## config.mk

```make
export PLATFORM = sky130hd
export DESIGN_NAME = lut_interp_activation_pipe_flat
export DESIGN_NICKNAME = d
export VERILOG_FILES = /design/src/rtl/lut_interp_activation_pipe_if.sv /design/src/rtl/lut_interp_activation_pipe.sv /design/src/flat_wrapper.sv
export SDC_FILE = /design/constraint.sdc
export NUM_CORES = 1
export LEC_CHECK = 0
export CORE_MARGIN = 3
export CORE_UTILIZATION = 62
export CTS_CLUSTER_SIZE = 30
export DETAILED_ROUTE_END_ITERATION = 8
export GPL_TIMING_DRIVEN = 0
export MAX_ROUTING_LAYER = met4
export PLACE_DENSITY_LB_ADDON = 0.2
export RECOVER_POWER = 25
export SLEW_MARGIN = 20
export SYNTH_ARGS = -nofsm -noshare
export SYNTH_HDL_FRONTEND = slang
export SYNTH_HIERARCHICAL = 1
export SYNTH_SLANG_ARGS = --single-unit
```

## constraint.sdc

```tcl
create_clock -name clk -period 5.57 [get_ports clk]
set_input_delay 0.557 -clock clk [delete_from_list [all_inputs] [get_ports clk]]
set_output_delay 0.557 -clock clk [all_outputs]
set_load 0.02 [all_outputs]
```

## src/rtl/lut_interp_activation_pipe_if.sv

```systemverilog
// Stream + LUT-config bundle for the piecewise-linear activation pipe.
// The master drives beats and LUT writes; the slave is the pipe.
interface lut_interp_activation_pipe_if #(
  parameter int DATA_W = 8,
  parameter int ADDR_W = 4,
  parameter int LANES  = 1
);
  logic                    in_valid;
  logic                    in_ready;
  logic [LANES*DATA_W-1:0] in_data;
  logic                    out_valid;
  logic                    out_ready;
  logic [LANES*DATA_W-1:0] out_data;
  logic                    lut_we;
  logic [ADDR_W:0]         lut_addr;
  logic [DATA_W-1:0]       lut_wdata;
  logic                    busy;
  logic                    cfg_err;

  modport master (
    output in_valid, in_data, out_ready, lut_we, lut_addr, lut_wdata,
    input  in_ready, out_valid, out_data, busy, cfg_err
  );

  modport slave (
    input  in_valid, in_data, out_ready, lut_we, lut_addr, lut_wdata,
    output in_ready, out_valid, out_data, busy, cfg_err
  );
endinterface

```

## src/rtl/lut_interp_activation_pipe.sv

```systemverilog
// Multi-lane LUT-interpolated activation: S1 split z, S2 fetch base/diff,
// S3 base + (diff*rem)>>>FRAC_W. One shared LUT, per-lane read ports.
module lut_interp_lane #(
  parameter int DATA_W = 8,
  parameter int ADDR_W = 4,
  parameter int LUT_N  = 17
) (
  input  logic                           clk,
  input  logic                           rst_n,
  input  logic                           adv_i,
  input  logic [DATA_W-1:0]              z_i,
  input  logic [LUT_N-1:0][DATA_W-1:0]   lut_i,
  output logic [DATA_W-1:0]              act_o
);
  localparam int FRAC_W = DATA_W - ADDR_W;
  localparam int PW     = DATA_W + FRAC_W + 2;

  logic [ADDR_W-1:0] idx_q;
  logic [FRAC_W-1:0] rem1_q, rem2_q;
  logic [DATA_W-1:0] base_q, act_q;
  logic [DATA_W:0]   diff_q;

  logic [ADDR_W:0]   idx_w, idx_nx;
  logic [DATA_W-1:0] base_d, next_d, act_d;
  logic [DATA_W:0]   diff_d;
  logic signed [PW-1:0] diff_x, rem_x, prod, shr;

  // idx+1 is one bit wider so the top segment reads the extra endpoint
  assign idx_w  = {1'b0, idx_q};
  assign idx_nx = idx_w + (ADDR_W+1)'(1);
  assign base_d = lut_i[idx_w];
  assign next_d = lut_i[idx_nx];
  assign diff_d = {next_d[DATA_W-1], next_d} - {base_d[DATA_W-1], base_d};

  assign diff_x = {{(PW-DATA_W-1){diff_q[DATA_W]}}, diff_q};
  assign rem_x  = {{(PW-FRAC_W){1'b0}}, rem2_q};
  assign prod   = diff_x * rem_x;
  assign shr    = prod >>> FRAC_W;
  // result sits between base and next, so plain truncation is exact
  assign act_d  = base_q + DATA_W'(shr);

  always_ff @(posedge clk or negedge rst_n) begin
    if (!rst_n) begin
      idx_q  <= '0;
      rem1_q <= '0;
      rem2_q <= '0;
      base_q <= '0;
      diff_q <= '0;
      act_q  <= '0;
    end else if (adv_i) begin
      idx_q  <= z_i[DATA_W-1:FRAC_W];
      rem1_q <= z_i[FRAC_W-1:0];
      base_q <= base_d;
      diff_q <= diff_d;
      rem2_q <= rem1_q;
      act_q  <= act_d;
    end
  end

  assign act_o = act_q;
endmodule

module lut_interp_activation_pipe #(
  parameter int DATA_W = 8,
  parameter int ADDR_W = 4,
  parameter int LANES  = 1
) (
  input  logic                        clk,
  input  logic                        rst_n,
  lut_interp_activation_pipe_if.slave io
);
  localparam int LUT_N  = (1 << ADDR_W) + 1;
  localparam int STAGES = 3;

  logic [LUT_N-1:0][DATA_W-1:0] lut_q;
  logic [STAGES:1]              vld_pipe_q;
  logic                         cfg_err_q;
  logic                         adv, in_fire, busy, wr_ok;
  logic [LANES-1:0][DATA_W-1:0] lane_z, lane_act;

  // no bubble collapse: the whole pipe stalls when the output is blocked
  assign adv     = io.out_ready | ~vld_pipe_q[STAGES];
  assign in_fire = io.in_valid & adv;
  assign busy    = |vld_pipe_q;
  // the LUT only changes when nothing is in flight or arriving
  assign wr_ok   = io.lut_we & ~busy & ~io.in_valid &
                   (io.lut_addr <= (ADDR_W+1)'(LUT_N-1));

  always_ff @(posedge clk or negedge rst_n) begin
    if (!rst_n) begin
      vld_pipe_q <= '0;
      lut_q      <= '0;
      cfg_err_q  <= 1'b0;
    end else begin
      if (adv) vld_pipe_q <= {vld_pipe_q[STAGES-1:1], in_fire};
      if (wr_ok) lut_q[io.lut_addr] <= io.lut_wdata;
      if (io.lut_we && !wr_ok) cfg_err_q <= 1'b1;
    end
  end

  assign lane_z = io.in_data;

  lut_interp_lane #(
    .DATA_W(DATA_W),
    .ADDR_W(ADDR_W),
    .LUT_N (LUT_N)
  ) u_lane [LANES-1:0] (
    .clk  (clk),
    .rst_n(rst_n),
    .adv_i(adv),
    .z_i  (lane_z),
    .lut_i(lut_q),
    .act_o(lane_act)
  );

  assign io.in_ready  = adv;
  assign io.out_valid = vld_pipe_q[STAGES];
  assign io.out_data  = lane_act;
  assign io.busy      = busy;
  assign io.cfg_err   = cfg_err_q;
endmodule
```

## src/flat_wrapper.sv

```systemverilog
// flat-port wrapper written by rule: the top's interface ports become plain ports
module lut_interp_activation_pipe_flat 
#(
  parameter int DATA_W = 8,
  parameter int ADDR_W = 4,
  parameter int LANES  = 1
)
  (clk, rst_n, io_in_valid, io_in_data, io_out_ready, io_lut_we, io_lut_addr, io_lut_wdata, io_in_ready, io_out_valid, io_out_data, io_busy, io_cfg_err);
  lut_interp_activation_pipe_if #(.DATA_W(DATA_W), .ADDR_W(ADDR_W), .LANES(LANES)) io_i ();
  input  logic clk;
  input  logic rst_n;
  input wire logic [$bits(io_i.in_valid)-1:0] io_in_valid;
  input wire logic [$bits(io_i.in_data)-1:0] io_in_data;
  input wire logic [$bits(io_i.out_ready)-1:0] io_out_ready;
  input wire logic [$bits(io_i.lut_we)-1:0] io_lut_we;
  input wire logic [$bits(io_i.lut_addr)-1:0] io_lut_addr;
  input wire logic [$bits(io_i.lut_wdata)-1:0] io_lut_wdata;
  output wire logic [$bits(io_i.in_ready)-1:0] io_in_ready;
  output wire logic [$bits(io_i.out_valid)-1:0] io_out_valid;
  output wire logic [$bits(io_i.out_data)-1:0] io_out_data;
  output wire logic [$bits(io_i.busy)-1:0] io_busy;
  output wire logic [$bits(io_i.cfg_err)-1:0] io_cfg_err;
  assign io_i.in_valid = io_in_valid;
  assign io_i.in_data = io_in_data;
  assign io_i.out_ready = io_out_ready;
  assign io_i.lut_we = io_lut_we;
  assign io_i.lut_addr = io_lut_addr;
  assign io_i.lut_wdata = io_lut_wdata;
  assign io_in_ready = io_i.in_ready;
  assign io_out_valid = io_i.out_valid;
  assign io_out_data = io_i.out_data;
  assign io_busy = io_i.busy;
  assign io_cfg_err = io_i.cfg_err;
  lut_interp_activation_pipe #(.DATA_W(DATA_W), .ADDR_W(ADDR_W), .LANES(LANES)) u_core (.clk(clk), .rst_n(rst_n), .io(io_i));
endmodule
```

======== Yosys cells after proc, flatten, opt, wreduce, memory -nomap -nowiden ========
Cells that the tools add are included.
storage, ports and cells
  output and inout bits ................... 12
  word-level logic and storage cells ...... 53
  register bits after elaboration ......... 177
  input port bits ......................... 26
operators by class
  bitwise operators ....................... 8
  multiply operators ...................... 1
  reduce and logical (&&, ||, !) cells .... 4
  order comparisons ....................... 5
  multiplexer cells ....................... 7
  $add $sub $neg .......................... 3
operators with widths
  operator             number
  $bwmux 136           1
  $bmux 8 s5           1
  $demux 8 s5          1
  $bmux 8 s4           1
  $mux 8               3
  $lt 5x6->1 const B   2
  $mul 9x5->12         1
  $sub 8x8->9          1
  $add 8x8->8          1
  $lt 4x6->1 const B   1
  $add 4x1->5 const B  1
  $ge 5x1->1 const B   1
  $le 5x5->1 const B   1
  $and 1x1->1          4
  $not 1->1            3
  $reduce_or 3->1      1
  $logic_and 1x1->1    2
  $logic_not 1->1      1
  $or 1x1->1           1

======== Depth between registers and ports, before layout ========
Gate-level depths: netlist of the first run.
  depth after elaboration ................. 7
  depth in mapped cells ................... 21
  mapped depth without buffers ............ 20

======== Hierarchy ========
Netlist of the first run, hierarchy kept.
by module, submodules not included
  module                      cells an instance  area an instance (um^2)  seq. area each (um^2)  instances
  lut_interp_activation_pipe  328                5,412.7                  3,503.4                1
  lut_interp_lane             453                5,102.4                  925.9                  1

======== Worst setup path after synthesis of the first run ========
Ideal clock, no wire load.
  path kind ............................... flip-flop to flip-flop
  from .................................... register u_core.u_lane[0].rem2_q[2]
  to ...................................... register u_core.u_lane[0].act_q[7]
  buffers on the path ..................... 1
  path slack .............................. 1,222 ps
  clock period less this slack ............ 4,348 ps
  cell stages (with the launch flop) ...... 20
  arrival ................................. 4,209 ps
  library setup time ...................... 139 ps
  required time ........................... 5,431 ps
  cell sequence ........................... dfrtp_1 clkbuf_1 and2_1 ha_1 inv_1 fa_1 fa_1 inv_1 ha_1 o21a_1 o31a_1 or4b_4 nand2_1 xnor2_1 ha_1 or3_1 o211ai_1 xnor2_1 xnor2_1 a21oi_1
between the ends
  longest elaborated chain between the ends .. 2
ends and longest elaborated chain
  what                    line                              text
  start, declared         lut_interp_activation_pipe.sv:19  logic [FRAC_W-1:0] rem1_q, rem2_q;
  start signal, assigned  lut_interp_activation_pipe.sv:55  rem2_q <= rem1_q;
  $mul 9x5->12            lut_interp_activation_pipe.sv:37  assign prod = diff_x * rem_x;
  $add 8x8->8             lut_interp_activation_pipe.sv:40  assign act_d = base_q + DATA_W'(shr);
  end signal, assigned    lut_interp_activation_pipe.sv:56  act_q <= act_d;
  end, declared           lut_interp_activation_pipe.sv:20  logic [DATA_W-1:0] base_q, act_q;
No other way between the ends.
A chain may end at the register's enable or synchronous reset.

======== Final worst setup path of the first run ========
Same ends and word-level chain as after synthesis.

==> impl_metrics.toml, run 1 <==
[status]
status = "finished with violations"
violations = "capacitance limit, slew limit"

[synth]
synthDistinctLibCells = 51
synth_warnings = 6
synth_top_cell_by_area = "dfrtp_1"
synth_top_area_share_pct = 42.12
syn_avg_cell_area_sq_um = 13.46
muxShareOfSynthArea_pct = 33.57
synth_top_family_by_area = "multiplexers"
synth-xor-area-share_pct = 2.082
synth-adder-area-share_pct = 7.401
synth_compound_area_share_pct = 3.463
yosys_most_used_dff = "dfrtp_1"
synth_enable_flop_cells = 0
synthSimpleGateAreaFrac_pct = 7.627
synth.net_count = 859
ys_ff_latch = 177
syn_inst = 781
synth_area_sq_um = 10520
yosysSeqAreaShare_pct = 42.12
synthArstFlopShare_pct = 100.0
ys_top_cells_by_area = "dfrtp_1 (42%), mux2_2 (17%), mux4_2 (15%)"

[global_routing]
overflow = 0
grt_pass1_vias = 7363
grt_max_degree = 110
antenna_found_initial = 0
grt_pass1_wl_mm = 39.79
grt_use_total_pct = 29.34

[cts]
cts_buffer_depth = 2
cts_root_buf = "clkbuf_16"
post_cts_buffers = 0
cts_tree = "built"
cts_sinks = 177
cts_resized = 0
ctsHoldBuffers = 0
cts_buffers = 17
cts_max_level = 4
clock_latency_ns = 0.43
clk_pin_slew_ns = 0.07

[sta]
grt_setup_unrepaired = "false"
finalHoldViolations = 0
drv_slew = 69
finalWorstPathRequiredPeriod_ns = 4.739
tightest_slew_ns = 3.683
worst_slew_margin_rel_pct = -145.5
setup_viol = 0
max_freq_mhz = 211.0
worst_clock_skew_ns = 0.01079
fin_crit_sh_pct = 85.08

[place]
dp.cells = 1032
post-dp-hpwl_mm = 18.12
portBuffers = 34
gp_congestion = 0.8659

[finish]
stdcell_count = 1062
fin_nets = 913
layout-drive-gt1-share_pct = 34.75
fillers = 1064
areaGrowthSynthToFinish_pct = 11.34
diodes = 0

[worst_setup_path]
critical_path_class = "reg2reg"
crit_fanout = 10
crit_slowest_cell = "fa_1"
crit_chain = "clkbuf_1, and2_1, ha_1, inv_1, fa_1, fa_1, inv_1, ha_1, o21a_1, o31a_1, o21ai_0, nand2b_1, a21oi_1, xnor2_1, ha_1, o21ai_0, o21ai_0, o211ai_1, xnor2_1, xnor2_1, a21oi_1"
worstPathRequired_ns = 5.85
arrival_ns = 5.02
cp-start-kind = "register"
endpoint_kind = "register"
critical_path.max_stage_delay_ns = 0.55

[drt]
drc_errors = 0
wl_per_cell_um = 23.20
firstDrtPassIters = 5
vias = 6870
drt-initial-drc-count = 458
ant_nets = 0
drt-total-wl_mm = 24.64
viasPerCell = 6.469

[power]
finalPower_mw = 5.123
power.density_nw_per_um2 = 437.5
p_leak_nw = 5.458
vdd.ir_drop.worst_mv = 0.4004

[floorplanning]
dieArea_sq_um = 18560
fp-row-count = 46
die_y_um = 136.2
io_pins = 38
core_sq_um = 16230
start_util_pct = 64.79
die_x_um = 136.2

[hold_path]
hold_class = "reg2reg"

[job]
drv_cap = 1
layout make-up:
class / instances / area [sq um] / share of cell area, %
plain buffers: 47 / 224.0 / 1.913
flip-flops and latches: 177 / 4429 / 37.83
multi-input cells: 512 / 5693 / 48.63
inverters: 45 / 168.9 / 1.443
well taps: 216 / 270.3 / 2.308
clock buffers: 19 / 452.9 / 3.869
repair buffers: 35 / 361.6 / 3.089
clock inverters: 11 / 107.6 / 0.9191
worst max-delay path, delay by kind of cell (launching register included):
kind / cells / cell delay [ns]
AOI/OAI and AO/OA: 8 / 1.19
buffers and inverters: 3 / 0.29
DFF: 1 / 0.40
xor gates and xnor gates: 3 / 0.44
adders and majority gates: 5 / 1.99
and+or+nand+nor: 2 / 0.28
cells in the mapped netlist (5+ instances only):
cell type / n
nor2_1: 12
nand3b_1: 7
nor3_1: 5
buf_2: 11
a32o_1: 6
o21ai_0: 12
nor2b_1: 6
mux4_2: 72
inv_1: 45
clkbuf_1: 29
xnor2_1: 19
fa_1: 17
nand3_1: 20
mux2_2: 157
a21o_1: 6
mux2_4: 8
a21oi_1: 9
and2_1: 24
nand2_1: 46
xor2_1: 6
ha_1: 35
dfrtp_1: 177
nand2b_1: 5
sequential cells by signal, indices dropped and copies added (netlist names):
signal / flops
u_core/io.cfg_err: 1
u_core/u_lane/base_q: 8
u_core/vld_pipe_q: 3
u_core/u_lane/idx_q: 4
u_core/u_lane/rem2_q: 4
u_core/u_lane/diff_q: 9
u_core/u_lane/act_o: 8
u_core/lut_q: 136
u_core/u_lane/rem1_q: 4
stage by stage:
| stage | utilization (%) | instance area [sq um] | hold slack [ns] | setup slack (ns) | setup TNS, ns |
|---|---|---|---|---|---|
| 2_1_floorplan | - | 10520 | 0.2614 | 1.222 | 0 |
| 3_3_place_gp | 68.55 | 11130 | 0.4376 | -2.787 | -490.21 |
| 3_5_place_dp | 68.75 | 11160 | 0.4688 | 0.8341 | 0 |
| 4_1_cts | 72.20 | 11720 | 0.08416 | 0.8228 | 0 |
| 5_1_grt | 72.13 | 11710 | 0.4930 | 0.5418 | 0 |
| 6_report | 72.13 | 11710 | 0.4749 | 0.8309 | 0 |
worst paths after layout:
path | slack, ns | endpoint | start | cells after the start
setup / recovery | 0.83 | u_core/u_lane[0]/act_o[7] | u_core/u_lane[0]/rem2_q[2] | 21
hold / removal | 0.47 | u_core/io.cfg_err | u_core/io.cfg_err | 1
setup reg to reg | 0.83 | u_core/u_lane[0]/act_o[7] | u_core/u_lane[0]/rem2_q[2] | 21
hold reg to reg | 0.47 | u_core/io.cfg_err | u_core/io.cfg_err | 1
max in group asynchronous | 2.11 | u_core/lut_q[77] | rst_n | 1
min in group asynchronous | 1.38 | u_core/u_lane[0]/rem2_q[0] | rst_n | 1
power breakdown:
part	internal [mW]	total, mW	switching, mW	leakage [nW]
clock network	0.639	1.14	0.504	0.266
logic	1.14	2.43	1.30	2.80
registers	1.43	1.55	0.113	2.39
total	3.21	5.12	1.92	5.46
logic make-up (layout without fill, tap and decap cells):
group                    count (synthesis)  count (layout)
buffers and inverters                   92             157
multiplexers                           239             239
adder cells (fa/ha/maj)                 52              52
XOR/XNOR                                25              25
AND/OR/NAND/NOR                        144             144
flip-flops                             177             177
AO/OA/AOI/OAI                           52              52
placed cells by master, fill, tap and decap left out, types with 7 or more instances in the layout:
cell type / n
dfrtp_1: 177
mux2_2: 157
mux4_2: 72
nand2_1: 46
inv_1: 45
ha_1: 35
clkdlybuf4s50_1: 32
clkbuf_1: 30
and2_1: 24
nand3_1: 20
xnor2_1: 19
clkbuf_16: 17
fa_1: 17
nor2_1: 12
o21ai_0: 12
buf_2: 11
a21oi_1: 9
mux2_4: 8
nand3b_1: 7
metal layers:
| layer | wire length [um] | vias to the layer above | global-route usage (%) |
|---|---|---|---|
| li1 | - | 2978 | - |
| met1 | 9362 | 3553 | 35.19 |
| met2 | 12820 | 267 | 49.50 |
| met3 | 1573 | 72 | 5.366 |
| met4 | 882 | 0 | 11.81 |
| met5 | 0 | - | - |
Note: power is estimated with default switching activity, not from simulation.
==> inputs of run 2 (changes only) <==
HOLD_SLACK_MARGIN = 0.1   (was not set)
SLEW_MARGIN = 40   (was 20)
==> run 2 against run 1 <==
Compared with the run above: the run still ends with capacitance limit, slew limit left; clock-buffer cell count up 1; clock skew barely moved; maximum frequency decreased by 0.17%; first-iteration DRC count up 15%; critical endpoint is now u_core/u_lane[0]/act_o[6].
==> impl_metrics.toml, run 2 (synthesized netlist as in run 1, its figures left out) <==
[sta]
drv_slew = 51
worst_slew_margin_rel_pct = -90.19
setup_viol = 0
finalHoldViolations = 0
grt_setup_unrepaired = "false"
tightest_slew_ns = 2.853
finalWorstPathRequiredPeriod_ns = 4.747
max_freq_mhz = 210.7
worst_clock_skew_ns = 0.01062
setup_ws_ns = 0.8229
fin_crit_sh_pct = 85.23

[place]
post-dp-hpwl_mm = 18.37
portBuffers = 34
dp.cells = 1033
gp_congestion = 0.8659
preCtsSetupSlack_ns = 0.8267

[power]
p_int_mw = 3.269
p_leak_nw = 5.500
vdd.ir_drop.worst_mv = 0.3413
pwr-share-clk_pct = 23.2
power.density_nw_per_um2 = 442.0
power_frac_comb_pct = 47.1
switching_share_pct = 37.26
seqPwrFrac_pct = 29.7
p_sw_mw = 1.941

[hold_path]
hold_path_end = "u_core/io.cfg_err"
whs_path_depth = 1
min_from = "u_core/io.cfg_err"
hold_class = "reg2reg"

[finish]
diodes = 0
multi_input_area_sq_um = 5700
mostFrequentLayoutCells = "dfrtp_1 (177), mux2_2 (157), mux4_2 (72)"
register_area_sq_um = 4429
layout_commonest_cell = "dfrtp_1"
stdcell_count = 1065
layout-drive-gt1-share_pct = 34.98
largest_reg_flops = 136
areaGrowthSynthToFinish_pct = 12.10
top_regs = "u_core/lut_q x136, u_core/u_lane/diff_q x9"
fin_nets = 915
fillers = 1052
regMostFlops = "u_core/lut_q"

[cts]
post_cts_buffers = 0
clk_pin_slew_ns = 0.07
cts_root_buf = "clkbuf_16"
cts_max_level = 4
cts_buffers = 17
cts_sinks = 177
clock_latency_ns = 0.43
cts_tree = "built"
cts_buffer_depth = 2

[drt]
viasPerCell = 6.535
ant_nets = 0
vias = 6960
drc_errors = 0
drt-initial-drc-count = 527
drt-total-wl_mm = 25.06
wl_per_cell_um = 23.53
firstDrtPassIters = 5

[status]
violations = "capacitance limit, slew limit"
status = "finished with violations"

[floorplanning]
dieArea_sq_um = 18560
core_sq_um = 16230
die_x_um = 136.2
die_y_um = 136.2
start_util_pct = 64.79
fp-row-count = 46
io_pins = 38

[global_routing]
grt_pass1_vias = 7379
grt_pass1_wl_mm = 40.03
grt_use_total_pct = 29.62
overflow = 0
grt_max_degree = 81
antenna_found_initial = 0

[worst_setup_path]
arrival_ns = 5.07
crit_fanout = 10
regToRegSetupSlack_ns = 0.82
worstPathRequired_ns = 5.89
reg2reg_from = "u_core/u_lane[0]/rem2_q[2]"
cp-start-kind = "register"
critical_path_class = "reg2reg"
reg2reg_depth = 19
endpoint_kind = "register"
worstReg2RegEnd = "u_core/u_lane[0]/act_o[6]"

[job]
drv_cap = 1
[run 2: cell types whose count changed in the layout (fill, tap and decap cells not counted), sizes merged]
cell         delta
clkbuf          +1
buf             +1
clkinvlp        -2
clkinv          +2
bufinv          +1
dlygate4sd3     +1
inv             -1
[run 2: critical path: stages (launching register included)]
cell      delay (ns)
dfrtp_1         0.38
clkbuf_1        0.20
and2_1          0.19
ha_1            0.27
inv_1           0.05
fa_1            0.50
fa_1            0.55
inv_1           0.04
ha_1            0.33
o21a_1          0.18
o31a_1          0.13
nor2_1          0.17
xnor2_1         0.18
ha_1            0.33
a21o_1          0.21
a21o_1          0.21
a21o_1          0.19
a21oi_1         0.19
xnor2_1         0.08
mux2_2          0.25
[run 2: repair_timing]
action / in CTS / in global routing
endpoints found under the hold margin: 50 / 0
hold buffers: 1 / 0
gates resized for setup: 0 / 0
[run 2: stage by stage]
step / utilization, % / setup TNS [ns] / area, sq um / total power, mW / hold WS (ns)
finish: 72.63 / 0 / 11790 / 5.210 / 0.4739
global route: 72.63 / 0 / 11790 / 5.554 / 0.4930
CTS: 72.65 / 0 / 11790 / 5.228 / 0.4833
detailed placement: 68.92 / 0 / 11190 / 4.014 / 0.4688
global placement: 68.55 / -490.21 / 11130 / 3.906 / 0.4376
floorplan: - / 0 / 10520 / 3.370 / 0.2614
[run 2: routing by layer]
metal	wire [um]	track usage (%)	share of wire (%)
met5	0	-	0
met4	845	11.25	3.4
met3	1356	5.181	5.4
met2	13140	50.63	52
met1	9724	35.38	39
[run 2: worst max-delay path by stage]
stage	from	end	cells after the start
after floorplan	u_core/u_lane[0]/rem2_q[2]	u_core/u_lane[0]/act_o[7]	19
after global placement	rst_n	u_core/lut_q[80]	1
after detailed placement	u_core/u_lane[0]/rem2_q[2]	u_core/u_lane[0]/act_o[6]	19
after CTS	u_core/u_lane[0]/rem2_q[2]	u_core/u_lane[0]/act_o[6]	19
after global routing	u_core/u_lane[0]/rem2_q[2]	u_core/u_lane[0]/act_o[7]	19
final	u_core/u_lane[0]/rem2_q[2]	u_core/u_lane[0]/act_o[6]	19
[run 2: final cells by class]
| cell class | instances | share of cell area, % |
|---|---|---|
| Clock inverter | 11 | 1.093 |
| Multi-Input combinational cell | 512 | 48.36 |
| Clock buffer | 20 | 3.959 |
| Inverter | 45 | 1.433 |
| Tap cell | 216 | 2.293 |
| Sequential cell | 177 | 37.58 |
| Buffer | 47 | 1.900 |
| Timing Repair Buffer | 37 | 3.386 |
[run 2: power by group through the flow]
stage | logic (mW) | registers [mW] | clock network (mW)
finish | 2.45 | 1.55 | 1.21
CTS | 2.46 | 1.54 | 1.22
global route | 2.72 | 1.56 | 1.27
detailed placement | 2.45 | 1.57 | 0
floorplan | 1.80 | 1.57 | 0
global placement | 2.35 | 1.55 | 0
